File: config.mk
export PLATFORM = sky130hd
export DESIGN_NAME = system_memory_v4
export DESIGN_NICKNAME = d
export VERILOG_FILES = /design/src/rtl/system_memory_pkg.sv /design/src/rtl/system_memory_v4_lane_shift_register.sv /design/src/rtl/system_memory_v4.sv
export SDC_FILE = /design/constraint.sdc
export NUM_CORES = 1
export LEC_CHECK = 0
export CAP_MARGIN = 20
export CORE_MARGIN = 2
export CORE_UTILIZATION = 40
export CTS_BUF_LIST = sky130_fd_sc_hd__clkbuf_2
export DETAILED_ROUTE_END_ITERATION = 16
export PLACE_DENSITY = 0.6
export SYNTH_ARGS = -nofsm -noshare
export SYNTH_HDL_FRONTEND = slang
export SYNTH_SLANG_ARGS = --single-unit
File: constraint.sdc
create_clock -name clk -period 3.75 [get_ports clk]
set_input_delay 0.75 -clock clk [delete_from_list [all_inputs] [get_ports clk]]
set_output_delay 0.75 -clock clk [all_outputs]
set_load 0.02 [all_outputs]
File: src/rtl/system_memory_pkg.sv
// Shared types for the system memory block: the controller state encoding.
package system_memory_pkg;

  typedef enum logic [1:0] {
    IDLE = 2'd0,
    LOAD = 2'd1,
    DUMP = 2'd2
  } mem_state_t;

endpackage

File: src/rtl/system_memory_v4_lane_shift_register.sv
// Register of WIDTH bits that can be cleared, parallel-loaded, shifted up by one
// lane with new data entering at the LSBs, or rotated left by one lane.
module lane_shift_register #(
  parameter int WIDTH = 64,
  parameter int LANE  = 1
) (
  input  logic             clk,
  input  logic             reset,
  input  logic             clear,
  input  logic             load_en,
  input  logic [WIDTH-1:0] load_data,
  input  logic             shift_en,
  input  logic [LANE-1:0]  shift_in,
  input  logic             rotate_en,
  output logic [WIDTH-1:0] data
);

  logic [WIDTH-1:0] shifted;
  logic [WIDTH-1:0] rotated;

  // A single lane spanning the whole register degenerates to replace / hold.
  generate
    if (LANE == WIDTH) begin : g_full_lane
      assign shifted = shift_in;
      assign rotated = data;
    end else begin : g_part_lane
      assign shifted = {data[WIDTH-LANE-1:0], shift_in};
      assign rotated = {data[WIDTH-LANE-1:0], data[WIDTH-1 -: LANE]};
    end
  endgenerate

  always_ff @(posedge clk) begin
    if (reset)          data <= '0;
    else if (clear)     data <= '0;
    else if (load_en)   data <= load_data;
    else if (shift_en)  data <= shifted;
    else if (rotate_en) data <= rotated;
  end

endmodule

File: src/rtl/system_memory_v4.sv
// Grid state memory: captures generations in run mode, serially loads a new
// grid through a shadow register, and serially dumps the committed grid.
module system_memory_v4
  import system_memory_pkg::*;
#(
  parameter int DATA_SIZE  = 64,
  parameter int LANE_WIDTH = 1
) (
  input  logic                  clk,
  input  logic                  reset,
  input  logic [DATA_SIZE-1:0]  grid_in,
  input  logic                  run_mode,
  input  logic                  load_start,
  input  logic                  output_start,
  input  logic [LANE_WIDTH-1:0] serial_in,
  input  logic                  serial_in_valid,
  output logic [DATA_SIZE-1:0]  system_mem_out,
  output logic [LANE_WIDTH-1:0] serial_out,
  output logic                  serial_out_valid,
  output logic                  busy,
  output logic                  load_done,
  output logic                  output_done
);

  localparam int BEATS = DATA_SIZE / LANE_WIDTH;
  localparam int CNT_W = $clog2(BEATS + 1);
  localparam logic [CNT_W-1:0] LAST_CNT = CNT_W'(BEATS - 1);

  generate
    if (DATA_SIZE % LANE_WIDTH != 0) begin : g_bad_lane
      $error("DATA_SIZE must be a multiple of LANE_WIDTH");
    end
  endgenerate

  mem_state_t           state_q, state_d;
  logic [CNT_W-1:0]     cnt_q;
  logic                 accept_run, accept_load, accept_dump;
  logic                 load_beat, load_last, dump_last;
  logic [DATA_SIZE-1:0] shadow_q, shadow_next, dump_q, dump_load_data;

  // Commit value includes the beat being accepted on the final load edge.
  generate
    if (LANE_WIDTH == DATA_SIZE) begin : g_full_commit
      assign shadow_next = serial_in;
    end else begin : g_part_commit
      assign shadow_next = {shadow_q[DATA_SIZE-LANE_WIDTH-1:0], serial_in};
    end
  endgenerate

  assign dump_load_data = accept_run ? grid_in : shadow_next;
  assign busy           = (state_q != IDLE);

  always_comb begin
    state_d     = state_q;
    accept_run  = 1'b0;
    accept_load = 1'b0;
    accept_dump = 1'b0;
    load_beat   = 1'b0;
    load_last   = 1'b0;
    dump_last   = 1'b0;
    unique case (state_q)
      IDLE: begin
        if (run_mode) begin
          accept_run = 1'b1;
        end else if (load_start) begin
          accept_load = 1'b1;
          state_d     = LOAD;
        end else if (output_start) begin
          accept_dump = 1'b1;
          state_d     = DUMP;
        end
      end
      LOAD: begin
        if (serial_in_valid) begin
          load_beat = 1'b1;
          if (cnt_q == LAST_CNT) begin
            load_last = 1'b1;
            state_d   = IDLE;
          end
        end
      end
      DUMP: begin
        if (cnt_q == LAST_CNT) begin
          dump_last = 1'b1;
          state_d   = IDLE;
        end
      end
      default: state_d = IDLE;
    endcase
  end

  always_ff @(posedge clk) begin
    if (reset) begin
      state_q          <= IDLE;
      cnt_q            <= '0;
      system_mem_out   <= '0;
      serial_out       <= '0;
      serial_out_valid <= 1'b0;
      load_done        <= 1'b0;
      output_done      <= 1'b0;
    end else begin
      state_q <= state_d;
      if (accept_load || accept_dump)          cnt_q <= '0;
      else if (load_beat || state_q == DUMP)   cnt_q <= cnt_q + CNT_W'(1);
      if (accept_run)     system_mem_out <= grid_in;
      else if (load_last) system_mem_out <= shadow_next;
      serial_out_valid <= (state_q == DUMP);
      serial_out       <= (state_q == DUMP) ? dump_q[DATA_SIZE-1 -: LANE_WIDTH] : '0;
      load_done        <= load_last;
      output_done      <= dump_last;
    end
  end

  lane_shift_register #(.WIDTH(DATA_SIZE), .LANE(LANE_WIDTH)) u_shadow (
    .clk       (clk),
    .reset     (reset),
    .clear     (accept_load),
    .load_en   (1'b0),
    .load_data ('0),
    .shift_en  (load_beat),
    .shift_in  (serial_in),
    .rotate_en (1'b0),
    .data      (shadow_q)
  );

  // A full rotation restores the pre-dump contents, so dumps are repeatable.
  lane_shift_register #(.WIDTH(DATA_SIZE), .LANE(LANE_WIDTH)) u_dump (
    .clk       (clk),
    .reset     (reset),
    .clear     (1'b0),
    .load_en   (accept_run || load_last),
    .load_data (dump_load_data),
    .shift_en  (1'b0),
    .shift_in  ('0),
    .rotate_en (state_q == DUMP),
    .data      (dump_q)
  );

endmodule

**After elaboration in Yosys (flattened, before gate mapping)**

Cells that the tools add are included.

- Equal/unequal tests: 6
- Add/subtract/negate cells: 1
- Bitwise logic cells: 1
- Reduce and logical (&&, ||, !) cells: 11
- Muxes and demuxes: 25

Operator list:

| cell | count |
|---|---|
| 64-bit two-way mux | 5 |
| 1-bit two-way mux | 14 |
| 2-bit two-way mux | 5 |
| 7-bit by 1-bit adder with 7-bit output, second input constant | 1 |
| 7-bit by 6-bit == test with 1-bit output, second input constant | 1 |
| 2-bit one-hot mux with 3 select lines | 1 |
| 2-bit nonzero test | 3 |
| 2-bit OR reduction | 3 |
| 2-bit inequality test, second input constant | 2 |
| 1-bit logical OR | 3 |
| 3-bit inequality test, second input constant | 1 |
| 3-bit AND reduction | 1 |
| 2-bit by 1-bit == test with 1-bit output, second input constant | 1 |
| 2-bit == test, second input constant | 1 |
| 2-bit logical NOT | 1 |
| 1-bit inverter | 1 |

- Output and inout port bits: 69
- Logic and storage cells: 53
- Register bits: 204
- Input port bits: 71

**Depth between registers and ports, before layout**

- Depth after elaboration: 6
- Gate-level depth with buffers: 9
- Mapped depth without buffers: 6

**By module**

Synthesis repeated with hierarchy kept, for this count alone.

- Cells, all modules: 926
- Area total of the unflattened synthesis: 9649.3 sq um

By module, submodules not included:

| module | cells an instance | area an instance (sq um) | times used | sequential area each (sq um) |
|---|---|---|---|---|
| lane_shift_register | 290 | 2979.1 | 2 | 1281.2 |
| system_memory_v4 | 346 | 3691.0 | 1 | 1541.5 |

**Worst setup path after synthesis**

Ideal clock, no wire load.

- Kind: input -> register
- Start: in serial_in_valid
- End: reg u_dump.data[28]
- Library setup time: 0.157 ns
- Data arrival time: 1.996 ns
- Stages: 7
- Required time: 3.593 ns
- Setup slack: 1.597 ns
- Buffers on the path: 3
- Cells stage by stage: nand2_2 > or4_1 > clkbuf_1 > buf_6 > buf_6 > nor3_2 > a311oi_2

- Word-level cells in the longest chain between the ends: 4
- Elaborated cells on any way between the ends: 5
- Classes of those cells: mux (3); reduce/logical (2)

Ends and longest elaborated chain:

| element | RTL line | text |
|---|---|---|
| start: declaration | system_memory_v4.sv:16 | `input logic serial_in_valid,` |
| 1-bit two-way mux * | system_memory_v4.sv:74 | `if (serial_in_valid) begin` |
| 1-bit two-way mux * | system_memory_v4.sv:61 | `unique case (state_q)` |
| 1-bit logical OR * | system_memory_v4.sv:131 | `.load_en (accept_run \|\| load_last),` |
| 64-bit two-way mux / 2-bit nonzero test (equally long branches) | -- |  |
| end signal: assignment | system_memory_v4_lane_shift_register.sv:35 | `else if (load_en) data <= load_data;` |
| end signal: assignment | system_memory_v4_lane_shift_register.sv:36 | `else if (shift_en) data <= shifted;` |
| end signal: assignment | system_memory_v4_lane_shift_register.sv:37 | `else if (rotate_en) data <= rotated;` |
| end: declaration | system_memory_v4_lane_shift_register.sv:15 | `output logic [WIDTH-1:0] data` |

Every way passes the cells marked *; elsewhere a longest branch is shown, timed or not.
A chain may end at the register's enable or synchronous reset.

**Worst setup path in the final report**

- Start: reg state_q[1]
- End: out busy

- Word-level cells in the longest chain between the ends: 1

Ends and longest elaborated chain:

| element | RTL line | text |
|---|---|---|
| start: declaration | system_memory_v4.sv:35 | `mem_state_t state_q, state_d;` |
| start signal: assignment | system_memory_v4.sv:102 | `state_q <= state_d;` |
| 2-bit nonzero test | system_memory_v4.sv:51 | `assign busy = (state_q != IDLE);` |
| end: declaration | system_memory_v4.sv:20 | `output logic busy,` |

Every way passes these cells.

==> impl_metrics.ini <==
[yosys]
ys_types = 32
ys.flop_type = dfxtp_1
syn_area_um2 = 8980
syn_inst = 919
synth_seq_cells = 204
syn_area_per_cell_um2 = 9.77
syn_nets = 994
async_reset_ff_share_pct = 0
yosysWarnings = 0
synth_edf_count = 0
ys_seq_area_share_pct = 45.5

[timing]
grt_setup_unrepaired = false
worstMarginPinSlew_ns = 0.702
slew_headroom_pct = 53.2
fin_crit_sh_pct = 79.2
finalSetupTns_ns = 0
finalHoldViolCount = 0
maxSlewViolCount = 0
clock_skew_ns = 0.0647
report.final.setup_viol = 0
fmax_mhz = 337
min_period_ns = 2.97

[route]
antenna_left = 0
drt_iter0_markers = 344
num_vias = 7096
wl_mm = 22.1
drc_errors = 0
drtPass1Iterations = 4
avgRoutedWirePerCell_um = 16.3
vias_per_cell = 5.23

[placed_design]
place_congestion = 0.716
hpwlAfterDp_mm = 13.8
portBuffers = 139

[clocking]
cts.repair.resized = 0
cts_tree = done
clock_latency_ns = 0.80
cts.sinks = 204
htreeDepth = 2
clk_pin_slew_ns = 0.10
cts_root_buf = clkbuf_2
cts_buffers = 53
hold_buffers = 0
clockBufferDepth = 3
cts_setup_buffers = 0

[layout]
layout_common_cells = 204 x dfxtp_1, 138 x clkdlybuf4s50_1, 132 x nand2_1
nets = 1118
area_growth_pct = 22.0
n_fill_cell = 2089
final_common_cell = dfxtp_1
drive_gt1_share_pct = 19.8

[global_route]
grt_pass1_wl_mm = 36.7
grt_max_degree = 107
grt_pass1_vias = 7199
overflow = 0
grt_usage_pct = 18.6
antenna_found_initial = 1

[critical_path]
critPathSlowestCell = clkdlybuf4s50_1
cp.arrival_ns = 2.22
crit_type = reg -> out
critical-path-top-delay-family = buffers and inverters
r2r_cells = 7
cpMostUsedCell = inv_1
crit_buf_inv = 3
start_kind = flop
worst_ep_required_time_ns = 3.00
path_cells = inv_1, ha_1, inv_1, clkdlybuf4s50_1
worstSetupPathDepth = 4
cp-end-kind = output port
cpPeakStageDelay_ns = 0.60
crit_fanout = 6

[floorplanning]
fp.dieH_um = 154
die_x_um = 154
dieArea_um2 = 23700
core_area_um2 = 22000
top_level_ports = 140
num_rows = 54
initial_core_util_pct = 40.9

[outcome]
status = finished, final reports clean

[job]
max_cap_viol_count = 0

[min_path]
holdCritPathClass = reg -> reg
hold_depth = 2

[pwr]
ir_drop_mv = 0.246
power_mw = 6.89
power.density_nw_per_um2 = 629
p_leak_nw = 3.81
## per-stage QoR
step | area (um^2) | cells | utilization (%) | hold slack [ns] | setup WS (ns)
final | 11000 | 1356 | 49.9 | 0.435 | 0.779
after global routing | 11000 | 1356 | 49.9 | 0.435 | 0.632
after CTS | 10900 | 1355 | 49.9 | 0.415 | 0.695
after detailed placement | 10500 | 1268 | 47.9 | 0.455 | 0.894
after global placement | 10500 | 1268 | 47.9 | 0.452 | 0.931
after floorplan | 8980 | 919 | - | 0.437 | 1.60
## metal layers
layer	vias to the layer above	track usage (%)	part of all wire [%]	wire (um)
li1	3596	-	-	-
met1	3328	26.0	51	11200
met4	0	6.32	1.5	337
met5	-	0	0	0
met3	24	3.83	4.2	937
met2	148	28.7	44	9660
## area by class of cell
class                      instances  area, um^2  area share, %
antenna                            1        2.50         0.0228
sequential                       204        4080           37.3
timing repair buffer             155        1590           14.6
multi-input combinational        626        4480           40.9
tap                              280         350           3.20
inverter                           3        11.3          0.103
clock buffer                      80         400           3.66
clock inverter                     7        31.3          0.286
## registers in the layout, summed over array words and instances, names as in the netlist
name,flops
serial_out_valid,1
u_dump.data,64
state_q,2
system_mem_out,64
cnt_q,7
output_done,1
load_done,1
serial_out,1
u_shadow.data,63
## logic make-up after synthesis
kind of cell             after synthesis  share of synthesized area, %
AO/OA/AOI/OAI                        268                          25.3
adder cells (fa/ha/maj)                4                         0.557
AND/OR/NAND/NOR                      284                          16.0
flip-flops                           204                          45.5
XOR/XNOR                               6                         0.585
buffers and inverters                 89                          4.96
multiplexers                          64                          7.13
## synthesized netlist by cell type, types with 2 or more instances
library cell	instances	share of area, %
dfxtp_1	204	45
nand2_1	133	5.6
nor2_1	72	3.0
a21oi_1	66	3.7
o21bai_1	65	5.4
a211oi_1	64	5.4
mux2i_1	64	7.1
a311oi_2	55	9.2
clkbuf_1	53	2.2
nor3_2	50	5.6
nor3_1	15	0.84
buf_6	13	1.6
buf_2	11	0.61
a311oi_1	9	0.88
buf_1	9	0.38
ha_1	4	0.56
xnor2_1	4	0.39
and2_1	3	0.21
inv_1	3	0.13
nor2b_1	3	0.21
o21ai_0	3	0.17
a211o_1	2	0.20
nand2b_1	2	0.14
nor4b_1	2	0.20
o31ai_1	2	0.17
xor2_1	2	0.20
## power breakdown
part | internal [mW] | switching, mW
sequential | 2.58 | 0.249
combinational | 1.12 | 1.50
clock | 0.557 | 0.886
## path summary, 6_finish.rpt
path / from / to / slack, ns
hold reg to reg: u_shadow.data[59] / u_shadow.data[60] / 0.44
hold / removal: u_shadow.data[59] / u_shadow.data[60] / 0.44
setup reg to reg: state_q[1] / system_mem_out[22] / 1.46
setup / recovery: state_q[1] / busy / 0.78
## worst min-delay path, delay by kind of cell (launching register included)
kind / cells / cell delay (ns)
AOI/OAI and AO/OA: 1 / 0.05
DFF: 1 / 0.34
and+or+nand+nor: 1 / 0.06
No activity file was read; power rests on OpenSTA's default activity.
